File: src/rtl/alu_seq_pkg.sv
// Shared state codes, default widths and flag bit positions for the ALU operand sequencer.
// Pure declarations; no latency or backpressure of its own.
package alu_seq_pkg;

    localparam int DEF_WIDTH = 4;
    localparam int DEF_OPW   = 3;
    localparam int DEF_CNTW  = 8;

    // Bit positions inside the two-bit ALU flag vector {carry, overflow}
    localparam int CCR_CARRY = 1;
    localparam int CCR_OVF   = 0;

    typedef enum logic [2:0] {
        S_A    = 3'd0,
        S_B    = 3'd1,
        S_OP   = 3'd2,
        S_EXEC = 3'd3,
        S_SHOW = 3'd4
    } state_t;

endpackage

File: src/rtl/edge_rise.sv
// Rising-edge detector: pulse is high for one cycle when in rises, combinational from the current sample.
// No backpressure; history resets to 1 so a level held across reset release is not seen as an edge.
module edge_rise (
    input  logic clk,
    input  logic rst,
    input  logic in,
    output logic pulse
);

    logic r_hist;

    always_ff @(posedge clk) begin
        if (rst) begin
            r_hist <= 1'b1;
        end else begin
            r_hist <= in;
        end
    end

    assign pulse = in & ~r_hist;

endmodule

File: src/rtl/alu_sequencer.sv
// Sequences operand A, operand B and operator entry for an external ALU, then captures its result; valid 2 cycles after operator press.
// No backpressure: one button press advances one step; clr aborts back to operand-A entry.
module alu_sequencer
    import alu_seq_pkg::*;
#(
    parameter int WIDTH = DEF_WIDTH,
    parameter int OPW   = DEF_OPW,
    parameter int CNTW  = DEF_CNTW
) (
    input  logic             clk,
    input  logic             rst,
    input  logic [WIDTH-1:0] data_in,
    input  logic             enter,
    input  logic             clr,
    input  logic             chain,
    input  logic [WIDTH-1:0] alu_result,
    input  logic [1:0]       alu_ccr,
    output logic [WIDTH-1:0] n1,
    output logic [WIDTH-1:0] n2,
    output logic [OPW-1:0]   operator,
    output logic [WIDTH-1:0] result_q,
    output logic [1:0]       ccr_q,
    output logic             valid,
    output logic             done,
    output logic [2:0]       state_o,
    output logic [CNTW-1:0]  op_count
);

    logic             w_press;
    state_t           r_state;
    logic [WIDTH-1:0] r_n1;
    logic [WIDTH-1:0] r_n2;
    logic [OPW-1:0]   r_operator;
    logic [WIDTH-1:0] r_result_q;
    logic [1:0]       r_ccr_q;
    logic             r_valid;
    logic             r_done;
    logic [CNTW-1:0]  r_op_count;

    edge_rise u_enter_edge (
        .clk   (clk),
        .rst   (rst),
        .in    (enter),
        .pulse (w_press)
    );

    always_ff @(posedge clk) begin
        if (rst) begin
            r_state    <= S_A;
            r_n1       <= '0;
            r_n2       <= '0;
            r_operator <= '0;
            r_result_q <= '0;
            r_ccr_q    <= '0;
            r_valid    <= 1'b0;
            r_done     <= 1'b0;
            r_op_count <= '0;
        end else begin
            r_valid <= 1'b0;
            // clr beats any press and also cancels an in-flight capture
            if (clr) begin
                r_state <= S_A;
                r_done  <= 1'b0;
            end else begin
                case (r_state)
                    S_A: begin
                        if (w_press) begin
                            r_n1    <= data_in;
                            r_state <= S_B;
                        end
                    end
                    S_B: begin
                        if (w_press) begin
                            r_n2    <= data_in;
                            r_state <= S_OP;
                        end
                    end
                    S_OP: begin
                        if (w_press) begin
                            r_operator <= data_in[OPW-1:0];
                            r_state    <= S_EXEC;
                        end
                    end
                    S_EXEC: begin
                        r_result_q <= alu_result;
                        r_ccr_q    <= {alu_ccr[CCR_CARRY], alu_ccr[CCR_OVF]};
                        r_valid    <= 1'b1;
                        r_done     <= 1'b1;
                        r_op_count <= r_op_count + 1'b1;
                        r_state    <= S_SHOW;
                    end
                    S_SHOW: begin
                        if (w_press) begin
                            r_done <= 1'b0;
                            if (chain) begin
                                r_n1    <= r_result_q;
                                r_state <= S_B;
                            end else begin
                                r_state <= S_A;
                            end
                        end
                    end
                    default: begin
                        r_done  <= 1'b0;
                        r_state <= S_A;
                    end
                endcase
            end
        end
    end

    assign n1       = r_n1;
    assign n2       = r_n2;
    assign operator = r_operator;
    assign result_q = r_result_q;
    assign ccr_q    = r_ccr_q;
    assign valid    = r_valid;
    assign done     = r_done;
    assign state_o  = r_state;
    assign op_count = r_op_count;

endmodule

File: config.mk
export PLATFORM = sky130hd
export DESIGN_NAME = alu_sequencer
export DESIGN_NICKNAME = d
export VERILOG_FILES = /design/src/rtl/alu_seq_pkg.sv /design/src/rtl/edge_rise.sv /design/src/rtl/alu_sequencer.sv
export SDC_FILE = /design/constraint.sdc
export NUM_CORES = 1
export LEC_CHECK = 0
export ABC_AREA = 0
export BUFFER_PORTS_ARGS = -buffer_cell sky130_fd_sc_hd__buf_2
export CAP_MARGIN = 10
export CELL_PAD_IN_SITES_DETAIL_PLACEMENT = 0
export CELL_PAD_IN_SITES_GLOBAL_PLACEMENT = 1
export CORE_MARGIN = 8
export CORE_UTILIZATION = 31
export DETAILED_ROUTE_END_ITERATION = 7
export PLACE_DENSITY_LB_ADDON = 0.1
export SETUP_SLACK_MARGIN = 0.4
export SLEW_MARGIN = 20
export SYNTH_ARGS = -nofsm -noshare
export SYNTH_HDL_FRONTEND = slang
export SYNTH_SLANG_ARGS = --single-unit
File: constraint.sdc
create_clock -name clk -period 3.6 [get_ports clk]
set_input_delay 0.72 -clock clk [delete_from_list [all_inputs] [get_ports clk]]
set_output_delay 0.72 -clock clk [all_outputs]
set_load 0.05 [all_outputs]
== Yosys cells after proc, flatten, opt, wreduce, memory -nomap -nowiden ==
Cells that the tools add are included.
Storage, ports and cells
  bits in registers: 31
  bits of input ports: 15
  logic and storage cells: 47
Operators by class
  add/sub/neg operators: 1
  eq/ne operators: 9
  mux-type cells: 13
  bitwise logic cells: 4
  reductions and logical operators: 10
Operator list (count)
  one-hot mux 3 bit (5 select lines): 1
  two-way mux 3 bit: 4
  two-way mux 4 bit: 3
  adder 8 x 1 -> 8 bit (second input constant): 1
  inequality test 2 x 1 -> 1 bit (second input constant): 4
  one-hot mux 4 bit (2 select lines): 1
  equality test 3 x 2 -> 1 bit (second input constant): 2
  AND reduction 3 bit: 2
  AND reduction 5 bit: 1
  AND reduction 2 bit: 2
  AND reduction 4 bit: 1
  equality test 3 x 1 -> 1 bit (second input constant): 1
  equality test 3 bit (second input constant): 1
  zero test 3 bit: 1
  two-way mux 1 bit: 3
  NOT 1 bit: 3
  one-hot mux 1 bit (3 select lines): 1
  OR reduction 3 bit: 1
  inequality test 2 bit (second input constant): 1
  nonzero test 2 bit: 1
  OR reduction 2 bit: 1
  AND 1 bit: 1

== Logic depth before layout (Yosys ltp) ==
  depth after elaboration: 4
  depth in mapped cells: 6
  depth with buffers taken out: 5

== Hierarchy ==
A second synthesis with hierarchy kept.
Second synthesis, totals
  cells, all modules: 156
  area total of the unflattened synthesis: 1317.5 um^2
Modules (own cells, without submodules)
  alu_sequencer: instances 1, cells each 153, area each 1285.0 um^2
  edge_rise: instances 1, cells each 3, area each 32.5 um^2

== Least setup slack after synthesis ==
Ideal clock, no wire load.
  path type: input -> register
  from: in clr
  to: reg r_op_count[6], in the netlist op_count[6]
  library setup time: 128 ps
  data arrival time: 1604 ps
  required time: 3472 ps
  slack: 1869 ps
  stages on the path: 6
  path through: buf_6 > nand4bb_4 > buf_6 > nor3_4 > xnor2_1 > nor2_1
Between the ends
  longest elaborated chain between the ends: 2
Ends and longest elaborated chain
  start: declaration: RTL line alu_sequencer.sv:14  | input logic clr,
  NOT 1 bit (no line)
  AND reduction 2 bit (no line)
  end signal: assignment: RTL line alu_sequencer.sv:89  | r_op_count <= r_op_count + 1'b1;
  end: declaration: RTL line alu_sequencer.sv:38  | logic [CNTW-1:0] r_op_count;
No other way between the ends.
A chain may end at the register's enable or synchronous reset.

== Worst setup path in the final report ==
  from: reg r_state[2], in the netlist state_o[2]
  to: out state_o[2]
RTL lines
  start: declaration: RTL line alu_sequencer.sv:30  | state_t r_state;
  start signal: assignment: RTL line alu_sequencer.sv:49  | r_state <= S_A;
  start signal: assignment: RTL line alu_sequencer.sv:62  | r_state <= S_A;
  start signal: assignment: RTL line alu_sequencer.sv:69  | r_state <= S_B;
  end: declaration: RTL line alu_sequencer.sv:25  | output logic [2:0] state_o,
No word-level cell between the ends.

==> tab_implementation.tex <==
\begin{tabular}{lr}
\hline
Metric & Value \\
\hline
\multicolumn{2}{l}{\textbf{Placed design}} \\
\quad Placer congestion estimate & 0.683 \\
\quad Post-DP HPWL & 2450 um \\
\quad Number of buffer cells added on primary ports & 44 \\
\multicolumn{2}{l}{\textbf{Detailed routing}} \\
\quad Total number of vias & 1160 \\
\quad Pre-antenna DRT Iters & 4 \\
\quad Post-DR vias/cell & 4.72 \\
\quad Routed len/inst & 13.7 um \\
\quad Total length of routed wires & 3370 um \\
\quad Remaining antenna violation count & 0 \\
\quad Number of violations reported at the end of detailed-routing iteration 0 & 82 \\
\quad Remaining DRCs & 0 \\
\multicolumn{2}{l}{\textbf{Synth}} \\
\quad FF+latch count, synth & 31 \\
\quad Largest family of logic cells by synthesized area & simple AND/OR/NAND/NOR gates \\
\quad Synth Instances & 151 \\
\quad Post-synthesis average cell area & 8.84 um2 \\
\quad Netlist area before placement & between 1000 and 1500 um2 \\
\quad Share of synthesized cell area in full adder, half adder and majority cells & 0.937\% \\
\quad Compound-Gate Fraction of Synth Area & between 10\% and 20\% \\
\quad Warnings, synthesis & 0 \\
\quad Distinct cells, synth & 30 \\
\quad Xor/xnor cell area share of the yosys netlist & 3.94\% \\
\quad Portion of the post-synthesis area used by sequential elements & 46.5\% \\
\quad Post-synthesis mux area share & 0\% \\
\quad Simple-gate share of the synthesized area & 30.9\% \\
\quad Synthesized netlist net count & between 150 and 200 \\
\multicolumn{2}{l}{\textbf{Power}} \\
\quad Power density normalized to cell area & 409 nW/um2 \\
\quad Max VDD drop & 0.160 mV \\
\quad Cell leakage power & a little under 0.7 nW \\
\multicolumn{2}{l}{\textbf{Timing}} \\
\quad Slew Viols, Final & 0 \\
\quad Actual slew at the worst max-slew pin & 0.574 ns \\
\quad Clock period minus worst slack & 1.91 ns \\
\quad Total count of hold-check failures in the final report & 0 \\
\quad Max\_slew headroom & 61.8\% \\
\quad Largest clock skew in the final design & between 0.004 and 0.005 ns \\
\quad Final-layout setup total negative slack & 0 ns \\
\quad Worst hold margin & between 0.4 and 0.5 ns \\
\quad Finish-stage setup viols & 0 \\
\quad Unrepaired setup endpoints after global routing & false \\
\quad Max Fclk & about 520 MHz \\
\quad Final clock period utilization by the worst path & 53.1\% \\
\multicolumn{2}{l}{\textbf{Clocking}} \\
\quad Resized cells post-CTS & 0 \\
\quad CTS Hold Buffers Added & 0 \\
\quad Maximum clock path buffer count & 2 \\
\quad Root buffer cell & clkbuf\_8 \\
\quad Worst-Skew Late Latency & 0.28 ns \\
\quad Number of levels in the clock H-tree & 2 \\
\quad TritonCTS clock tree & yes \\
\quad Clk slew on worst S/H paths & 0.06 ns \\
\quad Clk sink count & 31 \\
\quad Number of buffers created by CTS & 5 \\
\quad Number of buffers inserted to repair setup after CTS & 0 \\
\multicolumn{2}{l}{\textbf{Floorplan}} \\
\quad Die height & 81.6 um \\
\quad Die Width & 81.6 um \\
\quad Initial cell density of the core & 31.3\% \\
\quad Count of pins on the block boundary & 45 \\
\quad Die area & between 6000 and 7000 um2 \\
\quad Standard-cell rows & 24 \\
\quad Core Box Area & 4260 um2 \\
\multicolumn{2}{l}{\textbf{GRT}} \\
\quad Antenna violations before repair & 0 \\
\quad First-pass GRT wire length & $\sim$5500 um \\
\quad Total overflow reported by the global router & 0 \\
\quad Pin count of the biggest net entering global routing & 32 \\
\quad Vias in the first global route & 1145 \\
\quad Total routing resource utilization after global routing & $\sim$11\% \\
\multicolumn{2}{l}{\textbf{Final layout}} \\
\quad Fraction of layout instances using a drive strength above 1 & 29.9\% \\
\quad Fin nets & 209 \\
\quad N\_diodes & 0 \\
\quad Post-synthesis to final-layout area growth & 24.0\% \\
\quad Filler cell count in the final layout & 450 \\
\quad Sequential cell area & 621 um2 \\
\quad Area occupied by multi-input gates & 646 um2 \\
\multicolumn{2}{l}{\textbf{Status}} \\
\quad Result of the run & finished clean \\
\multicolumn{2}{l}{\textbf{Worst setup path}} \\
\quad Capturing element type of the critical path & primary output \\
\quad Required time of the critical path & 2.88 ns \\
\quad Maximum single-stage delay on the critical path & 0.57 ns \\
\quad Critical Path AT & 1.19 ns \\
\quad Kind of critical path & flip-flop to primary output \\
\quad CP Buf/Inv Count & 1 \\
\quad Slowest cell on crit path & dfxtp\_1 \\
\quad Largest fanout of any net on the critical path & 10 \\
\quad Type of origin of the critical path & flip-flop \\
\quad Dominant delay contributor by cell family on the critical path & flip-flops \\
\quad Critical path, cell by cell & buf\_2 \\
\multicolumn{2}{l}{\textbf{Min path}} \\
\quad Hold/Removal Path Class & flip-flop to flip-flop \\
\multicolumn{2}{l}{\textbf{Flow run}} \\
\quad Number of violations of the max-capacitance limit & 0 \\
\hline
\end{tabular}
==> state kept, by name, indices dropped and copies added, names as in the netlist <==
register             flops
n1                       4
operator                 3
op_count                 8
valid                    1
state_o                  3
ccr_q                    2
result_q                 4
u_enter_edge.r_hist      1
done                     1
n2                       4
==> through the flow <==
stage	std cells	utilization (%)	power (W)	instance area [um2]	worst slack (ns)
3_3_place_gp	238	36.5	0.000391	1560	1.66
3_5_place_dp	238	36.5	0.000392	1560	1.64
2_1_floorplan	151	-	0.000378	1340	1.87
5_1_grt	246	38.8	0.000714	1660	1.61
6_report	246	38.8	0.000678	1660	1.69
4_1_cts	246	38.8	0.000689	1660	1.67
==> layout by cell type, fill, tap and decap left out <==
master,n
dfxtp_1,31
a211oi_1,2
nor2b_1,3
or3_1,1
nand4_1,1
nor4_4,1
nand2_1,35
nor4b_4,1
nand3_1,10
nor3_1,4
nor3_4,1
xor2_1,2
clkbuf_8,7
nor2_1,12
and4bb_2,1
buf_2,44
inv_1,1
o211a_4,1
nor4_1,1
or2_2,1
o21ai_0,2
nand4bb_4,1
ha_1,1
a311oi_1,4
xnor2_1,4
clkbuf_1,1
nor4b_1,1
a21oi_1,18
nand2b_1,2
==> cells by family (layout without fill, tap and decap cells) <==
kind of cell             count (synthesis)  after routing
AO/OA/AOI/OAI                           27             27
XOR/XNOR                                 6              6
adder cells (fa/ha/maj)                  1              1
buffers and inverters                   10             53
flip-flops                              31             31
AND/OR/NAND/NOR                         76             76
==> cell type report <==
type | count | share of cell area [%]
Multi-Input combinational cell | 110 | 39.0
Inverter | 1 | 0.227
Tap cell | 52 | 3.93
Clock buffer | 8 | 6.05
Sequential cell | 31 | 37.5
Timing Repair Buffer | 44 | 13.3
==> synthesized netlist by cell type <==
library cell / number / area [um2]
a211oi_1: 2 / 15.0
a21oi_1: 18 / 90.1
a311oi_1: 4 / 35.0
and4bb_2: 1 / 12.5
buf_2: 1 / 5.00
buf_4: 2 / 15.0
buf_6: 3 / 33.8
clkbuf_1: 3 / 11.3
dfxtp_1: 31 / 621
ha_1: 1 / 12.5
inv_1: 1 / 3.75
nand2_1: 35 / 131
nand2b_1: 2 / 12.5
nand3_1: 10 / 50.1
nand4_1: 1 / 6.26
nand4bb_4: 1 / 27.5
nor2_1: 12 / 45.0
nor2b_1: 3 / 18.8
nor3_1: 4 / 20.0
nor3_4: 1 / 16.3
nor4_1: 1 / 6.26
nor4_4: 1 / 21.3
nor4b_1: 1 / 8.76
nor4b_4: 1 / 23.8
o211a_4: 1 / 17.5
o21ai_0: 2 / 10.0
or2_2: 1 / 6.26
or3_1: 1 / 6.26
xnor2_1: 4 / 35.0
xor2_1: 2 / 17.5
==> report_power, final <==
part | switching (W) | internal, W
Clock | 0.000119 | 0.000174
Sequential | 0.00000233 | 0.000346
Combinational | 0.0000236 | 0.0000124
==> path summary, 6_finish.rpt <==
kind / from / endpoint / slack [ns] / cells past startpoint
worst max-delay path: state_o[2]$_SDFFE_PP0P_ / state_o[2] / 1.69 / 1
worst min-delay path: ccr_q[0]$_SDFFE_PP0P_ / ccr_q[0]$_SDFFE_PP0P_ / 0.45 / 2
worst max register to register: state_o[0]$_SDFFE_PP0P_ / op_count[7]$_SDFFE_PP0P_ / 2.06 / 4
worst min register to register: ccr_q[0]$_SDFFE_PP0P_ / ccr_q[0]$_SDFFE_PP0P_ / 0.45 / 2
==> tightest hold or removal path: stages (launching register included) <==
cell	delay, ns
dfxtp_1	0.31
nand2_1	0.05
a21oi_1	0.05
==> layer usage <==
layer  share of wire (%)  up-vias  track usage [%]
met5                   0        -                0
met4                 1.4        0             3.68
met1                  46      521             13.0
li1                    -      603                -
met3                 8.7        6             5.47
met2                  44       30             16.1
Note: power is estimated with default switching activity, not from simulation.
